--- config.mk ---
export PLATFORM = sky130hd
export DESIGN_NAME = pop_multichannel_sequencer
export DESIGN_NICKNAME = d
export VERILOG_FILES = /design/src/rtl/pop_multichannel_sequencer.sv
export SDC_FILE = /design/constraint.sdc
export NUM_CORES = 1
export LEC_CHECK = 0
export CORE_MARGIN = 1.5
export CORE_UTILIZATION = 30
export CTS_BUF_LIST = sky130_fd_sc_hd__clkbuf_4 sky130_fd_sc_hd__clkbuf_8
export DETAILED_ROUTE_END_ITERATION = 10
export GPL_TIMING_DRIVEN = 0
export PLACE_DENSITY_LB_ADDON = 0.3
export SYNTH_ARGS = -nofsm -noshare
export SYNTH_HDL_FRONTEND = slang
export SYNTH_SLANG_ARGS = --single-unit
--- constraint.sdc ---
create_clock -name clk_2M5 -period 5.9 [get_ports clk_2M5]
set_input_delay 1.77 -clock clk_2M5 [delete_from_list [all_inputs] [get_ports clk_2M5]]
set_output_delay 1.77 -clock clk_2M5 [all_outputs]
set_load 0.05 [all_outputs]
--- src/rtl/pop_multichannel_sequencer.sv ---
// Programmable N-channel pulse sequencer: free-running cycle counter with per-channel start/stop compares.
// Optional burst-length support is enabled by defining POP_BURST_EN (adds the burst_len input).
module pop_multichannel_sequencer #(
  parameter int WIDTH      = 16,
  parameter int NCH        = 4,
  parameter int ADDR_W     = 5,
  parameter int DEF_PERIOD = 50000
) (
  input  logic              clk_2M5,
  input  logic              reset_n,
  input  logic              wr_en,
  input  logic [ADDR_W-1:0] wr_addr,
  input  logic [WIDTH-1:0]  wr_data,
  input  logic              run,
  input  logic              stop,
  input  logic              abort,
  input  logic              oneshot,
`ifdef POP_BURST_EN
  input  logic [WIDTH-1:0]  burst_len,
`endif
  output logic [NCH-1:0]    pulse_out,
  output logic              cycle_start,
  output logic              busy,
  output logic [WIDTH-1:0]  cycle_cnt
);

  typedef enum logic {ST_IDLE, ST_RUN} state_t;

  state_t            state_q, state_d;
  logic [WIDTH-1:0]  count_q, count_d;
  logic [WIDTH-1:0]  start_sh_q [NCH];
  logic [WIDTH-1:0]  start_sh_d [NCH];
  logic [WIDTH-1:0]  stop_sh_q  [NCH];
  logic [WIDTH-1:0]  stop_sh_d  [NCH];
  logic [WIDTH-1:0]  start_lv_q [NCH];
  logic [WIDTH-1:0]  start_lv_d [NCH];
  logic [WIDTH-1:0]  stop_lv_q  [NCH];
  logic [WIDTH-1:0]  stop_lv_d  [NCH];
  logic [WIDTH-1:0]  period_sh_q, period_sh_d;
  logic [WIDTH-1:0]  period_lv_q, period_lv_d;
  logic              oneshot_q, oneshot_d;
  logic              stop_latch_q, stop_latch_d;
  logic [WIDTH-1:0]  cycle_cnt_q, cycle_cnt_d;
  logic [NCH-1:0]    pulse_out_q, pulse_out_d;
  logic              cycle_start_q, cycle_start_d;
`ifdef POP_BURST_EN
  logic [WIDTH-1:0]  burst_q, burst_d;
`endif

  logic [WIDTH-1:0]  period_eff;
  logic              terminal;
  logic              burst_done;

  // Periods of 0 or 1 run as a 2-count cycle so the terminal is never also count 0.
  assign period_eff = (period_lv_q < WIDTH'(2)) ? WIDTH'(2) : period_lv_q;
  assign terminal   = (count_q == (period_eff - WIDTH'(1)));

`ifdef POP_BURST_EN
  assign burst_done = (burst_q != '0) && ((cycle_cnt_q + WIDTH'(1)) == burst_q);
`else
  assign burst_done = 1'b0;
`endif

  always_comb begin
    start_sh_d  = start_sh_q;
    stop_sh_d   = stop_sh_q;
    period_sh_d = period_sh_q;
    if (wr_en) begin
      for (int i = 0; i < NCH; i++) begin
        if (wr_addr == ADDR_W'(2 * i))     start_sh_d[i] = wr_data;
        if (wr_addr == ADDR_W'(2 * i + 1)) stop_sh_d[i]  = wr_data;
      end
      if (wr_addr == ADDR_W'(2 * NCH)) period_sh_d = wr_data;
    end
  end

  always_comb begin
    state_d       = state_q;
    count_d       = count_q;
    start_lv_d    = start_lv_q;
    stop_lv_d     = stop_lv_q;
    period_lv_d   = period_lv_q;
    oneshot_d     = oneshot_q;
    stop_latch_d  = stop_latch_q;
    cycle_cnt_d   = cycle_cnt_q;
    pulse_out_d   = '0;
    cycle_start_d = 1'b0;
`ifdef POP_BURST_EN
    burst_d       = burst_q;
`endif
    if (abort) begin
      state_d      = ST_IDLE;
      count_d      = '0;
      stop_latch_d = 1'b0;
    end else begin
      case (state_q)
        ST_IDLE: begin
          // Live registers track the shadows (including this cycle's write) while idle.
          count_d      = '0;
          start_lv_d   = start_sh_d;
          stop_lv_d    = stop_sh_d;
          period_lv_d  = period_sh_d;
          stop_latch_d = 1'b0;
          if (run) begin
            state_d      = ST_RUN;
            oneshot_d    = oneshot;
            cycle_cnt_d  = '0;
            stop_latch_d = stop;
`ifdef POP_BURST_EN
            burst_d      = burst_len;
`endif
          end
        end
        ST_RUN: begin
          cycle_start_d = (count_q == '0);
          for (int i = 0; i < NCH; i++) begin
            pulse_out_d[i] = (start_lv_q[i] <= count_q) && (count_q < stop_lv_q[i]);
          end
          stop_latch_d = stop_latch_q | stop;
          if (terminal) begin
            start_lv_d  = start_sh_d;
            stop_lv_d   = stop_sh_d;
            period_lv_d = period_sh_d;
            cycle_cnt_d = cycle_cnt_q + WIDTH'(1);
            count_d     = '0;
            if (oneshot_q || stop_latch_q || stop || burst_done) begin
              state_d      = ST_IDLE;
              stop_latch_d = 1'b0;
            end
          end else begin
            count_d = count_q + WIDTH'(1);
          end
        end
        default: state_d = ST_IDLE;
      endcase
    end
  end

  always_ff @(posedge clk_2M5) begin
    if (!reset_n) begin
      state_q       <= ST_IDLE;
      count_q       <= '0;
      for (int i = 0; i < NCH; i++) begin
        start_sh_q[i] <= '0;
        stop_sh_q[i]  <= '0;
        start_lv_q[i] <= '0;
        stop_lv_q[i]  <= '0;
      end
      period_sh_q   <= WIDTH'(DEF_PERIOD);
      period_lv_q   <= WIDTH'(DEF_PERIOD);
      oneshot_q     <= 1'b0;
      stop_latch_q  <= 1'b0;
      cycle_cnt_q   <= '0;
      pulse_out_q   <= '0;
      cycle_start_q <= 1'b0;
`ifdef POP_BURST_EN
      burst_q       <= '0;
`endif
    end else begin
      state_q       <= state_d;
      count_q       <= count_d;
      start_sh_q    <= start_sh_d;
      stop_sh_q     <= stop_sh_d;
      start_lv_q    <= start_lv_d;
      stop_lv_q     <= stop_lv_d;
      period_sh_q   <= period_sh_d;
      period_lv_q   <= period_lv_d;
      oneshot_q     <= oneshot_d;
      stop_latch_q  <= stop_latch_d;
      cycle_cnt_q   <= cycle_cnt_d;
      pulse_out_q   <= pulse_out_d;
      cycle_start_q <= cycle_start_d;
`ifdef POP_BURST_EN
      burst_q       <= burst_d;
`endif
    end
  end

  assign pulse_out   = pulse_out_q;
  assign cycle_start = cycle_start_q;
  assign busy        = (state_q == ST_RUN);
  assign cycle_cnt   = cycle_cnt_q;

endmodule

==> flow_summary.yaml, run 1 <==
placed_design:
  dp_cells: 2451
  placed_area_um2: 17970
  dpl.hpwl_mm: 32.65
  place_ws_ps: 791.3
  portBuffers: 33
  gp_congestion: 0.8665
drt:
  drtIter0Drc: 584
  firstDrtPassIters: 5
  wl_met2_mm: 22.15
  top_layer_used: "met5"
  vias: 12090
  wire_per_inst_um: 18.83
  met3_length_mm: 2.099
  ant_nets: 0
  wl_mm: 48.08
  avgViaCountPerCell: 4.737
  wl_met1_mm: 22.49
  drc: 0
logic_synthesis:
  synth_nets: 1826
  synth_seq_cells: 328
  synth_top_family_by_area: "simple AND/OR/NAND/NOR gates"
  ys_seq_area_frac: 0.3930
  ys_types: 63
  synth-compound-area-share: 0.06164
  yosys_warnings: 0
  netlist_area_um2: 16710
  syn_inst: 1670
  synthMuxAreaShare: 0.1882
  synthAdderAreaFrac: 0.09587
  synth_xor_area_frac: 0.01977
  syn_area_per_cell_um2: 10.00
  netlist.area_leader.share: 0.3930
  ys.flop_type: "dfxtp_1"
  yosysTopAreaCell: "dfxtp_1"
  netlist_top_cells_area: "dfxtp_1 (39%), ha_1 (9.6%), mux2i_1 (9.0%), mux2_2 (5.7%), nor2b_1 (5.6%)"
  synth-async-reset-ratio: 0
  synth-simple-area-share: 0.1960
  synth_edf_count: 0
clock_tree:
  cts_buffers: 57
  post-cts-setup-buffers: 0
  path_clk_slew_ps: 60
  cts.sinks: 328
  root_buffer: "clkbuf_8"
  cts_tree: "done"
  cts_max_level: 2
  cts-resized-gates: 0
  cts_max_path_buffers: 3
  clk_latency_ps: 650
  cts_hold_buf: 0
sta:
  slew_violations: 0
  setup_viol: 0
  fin_worst_skew_ps: 35.37
  min_period_ps: 5200
  setup_ws_ps: 699.8
  worst_slew_pin_slew_ps: 1240
  hold_viol: 0
  clock.fmax_mhz: 192.3
  hold_ws_ps: 473.3
  min_period_over_period: 0.8814
  rsz0062_at_grt: "false"
  setup-tns-final_ps: 0
  slew_headroom: 0.1733
final_layout:
  nFillCells: 5625
  final_area_um2: 19230
  layout-drive-gt1-share: 0.1242
  fin_cells: 2553
  syn2layout_area_growth_pct: 15.13
  layout.nets: 1918
  utilization: 0.3491
global_routing:
  grt_usage: 0.1694
  grt_pass1_vias: 11990
  antenna_found_initial: 2
  grt-ovfl-total: 0
  grt_max_degree: 15
  grt_first_pass_wirelength_mm: 72.82
worst_setup_path:
  worstSetupStartpoint: "period_lv_q[15]"
  r2r_slack_ps: 700
  crit_path_start_kind: "register"
  cp.required_ps: 6410
  endpoint_kind: "register"
  crit_fanout: 10
  critPathArrivalTime_ps: 5710
  crit_type: "register to register"
  r2r_start: "period_lv_q[15]"
floorplan:
  coreArea_um2: 55090
  rows: 86
  start_util: 0.3032
  dieArea_um2: 57110
  pin_count: 50
  die_w_um: 239.0
  die_h_um: 239.0
power_and_ir_drop:
  leakagePower_nw: 8.326
  p_comb_frac: 0.052
  p_sw_frac: 0.2348
  ir_drop_mv: 0.1437
  power_density_nw_per_um2: 247.5
  p_switching_mw: 1.118
  p_seq_frac: 0.470
  internal_power_mw: 3.642
  fin_total_pwr_mw: 4.760
  p_clk_frac: 0.478
job:
  cap_violations: 0
outcome:
  status: "finished, final reports clean"
min_path:
  hp-class: "register to register"
  min_from: "cycle_cnt[15]"
-- sequential cells by signal, summed over array words and instances, names as in the netlist --
signal	count
period_sh_q	16
pulse_out	4
period_lv_q	16
stop_latch_q	1
oneshot_q	1
count_q	16
start_sh_q	64
cycle_start	1
stop_sh_q	64
start_lv_q	64
stop_lv_q	64
cycle_cnt	16
busy	1
-- critical path: stages, from the launching register on --
cell and delay, ps:
dfxtp_1 420, nor4_1 500, nand3_1 210, o21ai_1 240, ha_1 240, or4b_1 480, nor4_1 570, xnor2_1 190
nand4_1 150, nor4_4 550, nand2_1 180, a21oi_4 530, buf_6 260, buf_6 180, mux2_1 340
-- placed cells by master, fill, tap and decap left out, drive strengths merged, types with 31 or more instances in the layout --
master	n
dfxtp	328
clkbuf	162
mux2i	151
nor2b	149
and2	148
mux2	145
ha	128
inv	87
nand2	56
nor2	44
nand4	39
a21o	35
a21oi	35
clkdlybuf4s50	33
o21ai	31
-- layer usage --
| metal | vias to the layer above | GRT usage |
|---|---|---|
| met1 | 5799 | 0.2232 |
| met4 | 2 | 0.05735 |
| li1 | 5950 | - |
| met5 | - | 0 |
| met3 | 82 | 0.02921 |
| met2 | 261 | 0.2785 |
-- worst paths after layout --
path                    endpoint  depth (start not counted)
setup / recovery  start_lv_q[45]                         14
setup reg to reg  start_lv_q[45]                         14
hold reg to reg    cycle_cnt[15]                          2
hold / removal     cycle_cnt[15]                          2
-- cell type report --
type	instances	area, um2	share of cell area
buffer	91	436.7	0.02270
tap	748	935.9	0.04866
inverter	86	322.8	0.01678
timing repair buffer	33	330.3	0.01717
multi-input combinational	1165	9380	0.4877
clock buffer	92	1160	0.06030
antenna	1	2.502	0.0001301
clock inverter	9	98.84	0.005139
sequential	328	6566	0.3414
-- synth_stat cells (8+ instances only) --
library cell / number
a21o_1: 35
a21oi_1: 34
and2_1: 148
and3_1: 9
and4_1: 8
buf_6: 9
clkbuf_1: 70
dfxtp_1: 328
ha_1: 128
inv_1: 86
mux2_1: 60
mux2_2: 85
mux2i_1: 151
nand2_1: 56
nand2b_1: 19
nand3_1: 21
nand4_1: 39
nor2_1: 44
nor2b_1: 149
nor3_1: 17
nor4_1: 10
o21a_1: 10
o21ai_0: 29
xnor2_1: 27
xor2_1: 8
-- cells by family after synthesis --
| logic type | count (synthesis) |
|---|---|
| AO/OA/AOI/OAI | 153 |
| XOR/XNOR | 36 |
| adder cells (fa/ha/maj) | 128 |
| buffers and inverters | 177 |
| flip-flops | 328 |
| multiplexers | 296 |
| AND/OR/NAND/NOR | 552 |
-- power groups by stage --
stage	Sequential, mW	Combinational (mW)	Clock, mW
detailed placement	2.28	0.252	0
global placement	2.28	0.250	0
global route	2.24	0.267	2.42
finish	2.24	0.249	2.27
CTS	2.24	0.253	2.33
floorplan	2.28	0.150	0
No activity file was read; power rests on OpenSTA's default activity.
==> inputs of run 2 (changes only) <==
--- a/config.mk
+++ b/config.mk
@@ -11,6 +11,7 @@
 export DETAILED_ROUTE_END_ITERATION = 10
 export GPL_TIMING_DRIVEN = 0
 export PLACE_DENSITY_LB_ADDON = 0.3
+export SLEW_MARGIN = 15
 export SYNTH_ARGS = -nofsm -noshare
 export SYNTH_HDL_FRONTEND = slang
 export SYNTH_SLANG_ARGS = --single-unit
==> run 2 against run 1 <==
Compared with the run above: hold slack unchanged; core utilization about the same; combinational power about the same; total power about the same; worst setup slack better by 1.7 ps; clock power hardly changed; sequential power hardly changed; die area stayed put; non-clock buffer count is the same; clock skew barely moved; flip-flop and latch count did not move; highest routed layer unchanged.
==> flow_summary.yaml, run 2 (synthesis results as in run 1) <==
drt:
  avgViaCountPerCell: 4.746
  drc: 0
  vias: 12120
  wl_mm: 48.08
  ant_nets: 0
  firstDrtPassIters: 5
  drtIter0Drc: 582
  wire_per_inst_um: 18.83
sta:
  fin_worst_skew_ps: 35.47
  clock.fmax_mhz: 192.4
  min_period_over_period: 0.8811
  setup_viol: 0
  hold_viol: 0
  slew_headroom: 0.2035
  setup_ws_ps: 701.5
  setup-tns-final_ps: 0
  rsz0062_at_grt: "false"
  slew_violations: 0
  hold_ws_ps: 473.3
  min_period_ps: 5198
  worst_slew_pin_slew_ps: 1195
clock_tree:
  root_buffer: "clkbuf_8"
  cts-resized-gates: 0
  cts_tree: "done"
  clk_latency_ps: 650
  post-cts-setup-buffers: 0
  cts_max_path_buffers: 3
  cts_buffers: 57
  cts_max_level: 2
  cts_hold_buf: 0
  cts.sinks: 328
  path_clk_slew_ps: 60
power_and_ir_drop:
  ir_drop_mv: 0.1432
  leakagePower_nw: 8.329
  power_density_nw_per_um2: 247.5
  fin_total_pwr_mw: 4.760
global_routing:
  grt-ovfl-total: 0
  grt_pass1_vias: 11980
  grt_usage: 0.1694
  antenna_found_initial: 2
  grt_first_pass_wirelength_mm: 72.82
  grt_max_degree: 15
final_layout:
  syn2layout_area_growth_pct: 15.14
  final_cell_mix: "dfxtp_1 (328), mux2i_1 (151), nor2b_1 (149), and2_1 (148), ha_1 (128)"
  layout-drive-gt1-share: 0.1247
  final_common_cell: "dfxtp_1"
  layout.nets: 1918
job:
  cap_violations: 0
placed_design:
  portBuffers: 33
  dpl.hpwl_mm: 32.65
  place_ws_ps: 791.3
  gp_congestion: 0.8665
worst_setup_path:
  cp.required_ps: 6410
  crit_fanout: 10
  crit_type: "register to register"
  endpoint_kind: "register"
  crit_path_start_kind: "register"
  critPathArrivalTime_ps: 5710
floorplan:
  die_h_um: 239.0
  start_util: 0.3032
  pin_count: 50
  die_w_um: 239.0
  rows: 86
  dieArea_um2: 57110
  coreArea_um2: 55090
min_path:
  hp-class: "register to register"
outcome:
  status: "finished, final reports clean"
run 2: worst paths after layout:
kind / startpoint / end / slack, ps / depth (start not counted)
max: period_lv_q[11] / start_lv_q[45] / 700 / 15
max reg2reg: period_lv_q[11] / start_lv_q[45] / 700 / 15
min reg2reg: cycle_cnt[15] / cycle_cnt[15] / 470 / 2
min: cycle_cnt[15] / cycle_cnt[15] / 470 / 2
run 2: cell type report:
| class | count | area (um2) |
|---|---|---|
| Fill cell | 5624 | 35860 |
| Antenna cell | 1 | 2.502 |
| Sequential cell | 328 | 6566 |
| Timing Repair Buffer | 33 | 330.3 |
| Multi-Input combinational cell | 1165 | 9380 |
| Clock buffer | 92 | 1160 |
| Inverter | 86 | 322.8 |
| Tap cell | 748 | 935.9 |
| Clock inverter | 9 | 98.84 |
| Buffer | 91 | 437.9 |
run 2: layer usage:
layer  share of wire  up-vias  GRT usage
li1                -     5950          -
met1            0.47     5815     0.2232
met2            0.46      265     0.2785
met3           0.043       84    0.02921
met4           0.028        2    0.05735
met5         0.00029        -          0
run 2: worst max-delay path, cell delays in order, from the launching register on:
cell	delay [ps]
dfxtp_1	290
buf_2	170
nor4_2	450
nand3_1	210
o21ai_1	240
ha_1	240
or4b_1	480
nor4_1	570
xnor2_1	190
nand4_1	150
nor4_4	550
nand2_1	180
a21oi_4	530
buf_6	260
buf_6	180
mux2_1	340
run 2: power by group:
group / total (mW) / leakage [nW] / switching, mW / internal (mW)
sequential: 2.24 / 2.64 / 0.00678 / 2.23
clock: 2.27 / 0.674 / 0.951 / 1.32
combinational: 0.249 / 5.01 / 0.159 / 0.0899
total: 4.76 / 8.33 / 1.12 / 3.64
run 2: metrics by stage:
step / cell area, um2 / utilization / instances
6_report: 19230 / 0.3491 / 2553
3_5_place_dp: 17970 / 0.3262 / 2451
2_1_floorplan: 16710 / - / 1670
4_1_cts: 19230 / 0.3491 / 2552
5_1_grt: 19230 / 0.3491 / 2553
3_3_place_gp: 17970 / 0.3262 / 2451
==> inputs of run 3 (changes only) <==
--- a/config.mk
+++ b/config.mk
@@ -5,6 +5,8 @@
 export SDC_FILE = /design/constraint.sdc
 export NUM_CORES = 1
 export LEC_CHECK = 0
+export CAP_MARGIN = 40
+export CORE_ASPECT_RATIO = 2
 export CORE_MARGIN = 1.5
 export CORE_UTILIZATION = 30
 export CTS_BUF_LIST = sky130_fd_sc_hd__clkbuf_4 sky130_fd_sc_hd__clkbuf_8
==> run 3 against run 2 <==
Compared with the run above: sequential power barely moved; register-to-register slack worse by 50 ps; wire length up 7.6%; critical path depth did not move; critical endpoint is now start_lv_q[55]; worst setup slack got worse by 46 ps; fmax down 0.88%; largest cell class unchanged; clock skew is 16 ps lower.
==> flow_summary.yaml, run 3 (synthesis results as in run 1) <==
outcome:
  status: "finished, final reports clean"
power_and_ir_drop:
  leakagePower_nw: 8.299
  p_clk_frac: 0.433
  p_seq_frac: 0.506
  internal_power_mw: 3.337
  p_switching_mw: 1.083
  ir_drop_mv: 0.1175
  power_density_nw_per_um2: 230.8
  p_sw_frac: 0.2450
  p_comb_frac: 0.061
sta:
  setup_viol: 0
  worst_slew_pin_slew_ps: 856.3
  slew_headroom: 0.4291
  min_period_ps: 5245
  clock.fmax_mhz: 190.7
  min_period_over_period: 0.8889
  slew_violations: 0
  hold_viol: 0
  setup_ws_ps: 655.5
  rsz0062_at_grt: "false"
  fin_worst_skew_ps: 19.60
  setup-tns-final_ps: 0
final_layout:
  final_area_um2: 19150
  syn2layout_area_growth_pct: 14.63
  layout-drive-gt1-share: 0.1253
  final_common_cell: "dfxtp_1"
  final_cell_mix: "dfxtp_1 (328), mux2i_1 (151), nor2b_1 (149), and2_1 (148), ha_1 (128)"
  layout.nets: 1925
global_routing:
  grt-ovfl-total: 0
  grt_usage: 0.1847
  grt_first_pass_wirelength_mm: 78.20
  grt_pass1_vias: 12930
  antenna_found_initial: 1
  grt_max_degree: 13
worst_setup_path:
  cp_common_cell: "buf_6"
  crit_type: "register to register"
  crit_fanout: 10
  crit_family: "simple AND/OR/NAND/NOR gates"
  max_stage_delay_ps: 560
  cp.required_ps: 6380
  endpoint_kind: "register"
  crit_path_start_kind: "register"
  critPathArrivalTime_ps: 5720
  path_cells: "buf_2, nor3_2, nand3_1, o21ai_1, ha_1, or4b_1, nor4_1, xnor2_1, nand4_1, nor4_4, nand2_1, a21oi_4, buf_6, buf_6, mux2_1"
  crit_slowest_cell: "nor4_4"
  cp.buffers_inverters: 3
drt:
  wire_per_inst_um: 20.30
  wl_met2_mm: 28.55
  top_layer_used: "met4"
  ant_nets: 0
  firstDrtPassIters: 4
  avgViaCountPerCell: 4.843
  drc: 0
  drtIter0Drc: 476
  vias: 12350
  met3_length_mm: 1.385
  wl_met1_mm: 18.25
  wl_mm: 51.75
clock_tree:
  cts.sinks: 328
  cts_max_path_buffers: 3
  cts_max_level: 2
  cts_hold_buf: 0
  post-cts-setup-buffers: 0
  cts_tree: "done"
  root_buffer: "clkbuf_8"
  clk_latency_ps: 610
  path_clk_slew_ps: 70
  cts-resized-gates: 0
  cts_buffers: 48
placed_design:
  gp_congestion: 0.8703
  dpl.hpwl_mm: 40.11
  placed_area_um2: 18170
  place_ws_ps: 713.9
  portBuffers: 33
floorplan:
  rows: 122
  start_util: 0.3023
  die_w_um: 169.9
  coreArea_um2: 55260
  die_h_um: 336.7
  pin_count: 50
  dieArea_um2: 57200
min_path:
  hp-class: "register to register"
job:
  cap_violations: 0
## run 3: cell count changes in the layout (fill, tap and decap cells not counted)
| cell | previous run | this run |
|---|---|---|
| clkbuf_1 | 69 | 68 |
| clkinv_4 | 0 | 1 |
| clkbuf_8 | 75 | 55 |
| inv_6 | 1 | 0 |
| bufinv_16 | 2 | 1 |
| clkbuf_2 | 1 | 2 |
| buf_8 | 0 | 6 |
| clkinv_2 | 6 | 10 |
| clkbuf_4 | 17 | 18 |
| buf_6 | 9 | 18 |
| buf_2 | 7 | 8 |
## run 3: per-stage QoR
step,std cells,util,total power [mW],hold slack [ps]
4_1_cts,2548,0.3465,4.482,473.5
3_3_place_gp,2447,0.3252,2.543,452.2
2_1_floorplan,1670,-,2.433,436.6
5_1_grt,2549,0.3465,4.587,494.8
3_5_place_dp,2463,0.3288,2.558,459.8
6_report,2549,0.3465,4.420,466.8
## run 3: path summary, 6_finish.rpt
check              endpoint  slack [ps]      startpoint  cells after the start
max          start_lv_q[55]         660  period_lv_q[2]                     15
min           cycle_cnt[15]         470   cycle_cnt[15]                      2
max reg2reg  start_lv_q[55]         660  period_lv_q[2]                     15
min reg2reg   cycle_cnt[15]         470   cycle_cnt[15]                      2
## run 3: cell type report
| cell class | count | area [um2] |
|---|---|---|
| Antenna cell | 1 | 2.502 |
| Timing Repair Buffer | 49 | 526.8 |
| Tap cell | 744 | 930.9 |
| Inverter | 86 | 322.8 |
| Buffer | 91 | 439.2 |
| Clock inverter | 12 | 88.84 |
| Fill cell | 5758 | 36110 |
| Clock buffer | 73 | 892.1 |
| Sequential cell | 328 | 6566 |
| Multi-Input combinational cell | 1165 | 9380 |
## run 3: tightest hold or removal path: cells and delay by family, from the launching register on
family / cells / cell delay (ps)
flip-flops: 1 / 320
AND/OR/NAND/NOR: 1 / 50
multiplexers: 1 / 50
## run 3: power groups by stage
stage | registers [mW] | logic [mW] | clock network [mW]
5_1_grt | 2.23 | 0.287 | 2.07
3_5_place_dp | 2.28 | 0.273 | 0
6_report | 2.23 | 0.271 | 1.91
4_1_cts | 2.23 | 0.275 | 1.97
2_1_floorplan | 2.28 | 0.150 | 0
3_3_place_gp | 2.28 | 0.259 | 0
## run 3: per-layer routing
| metal | global-route usage | vias up |
|---|---|---|
| met5 | 0 | - |
| met3 | 0.02195 | 133 |
| met2 | 0.3682 | 236 |
| met1 | 0.1732 | 6035 |
| li1 | - | 5941 |
| met4 | 0.1192 | 0 |
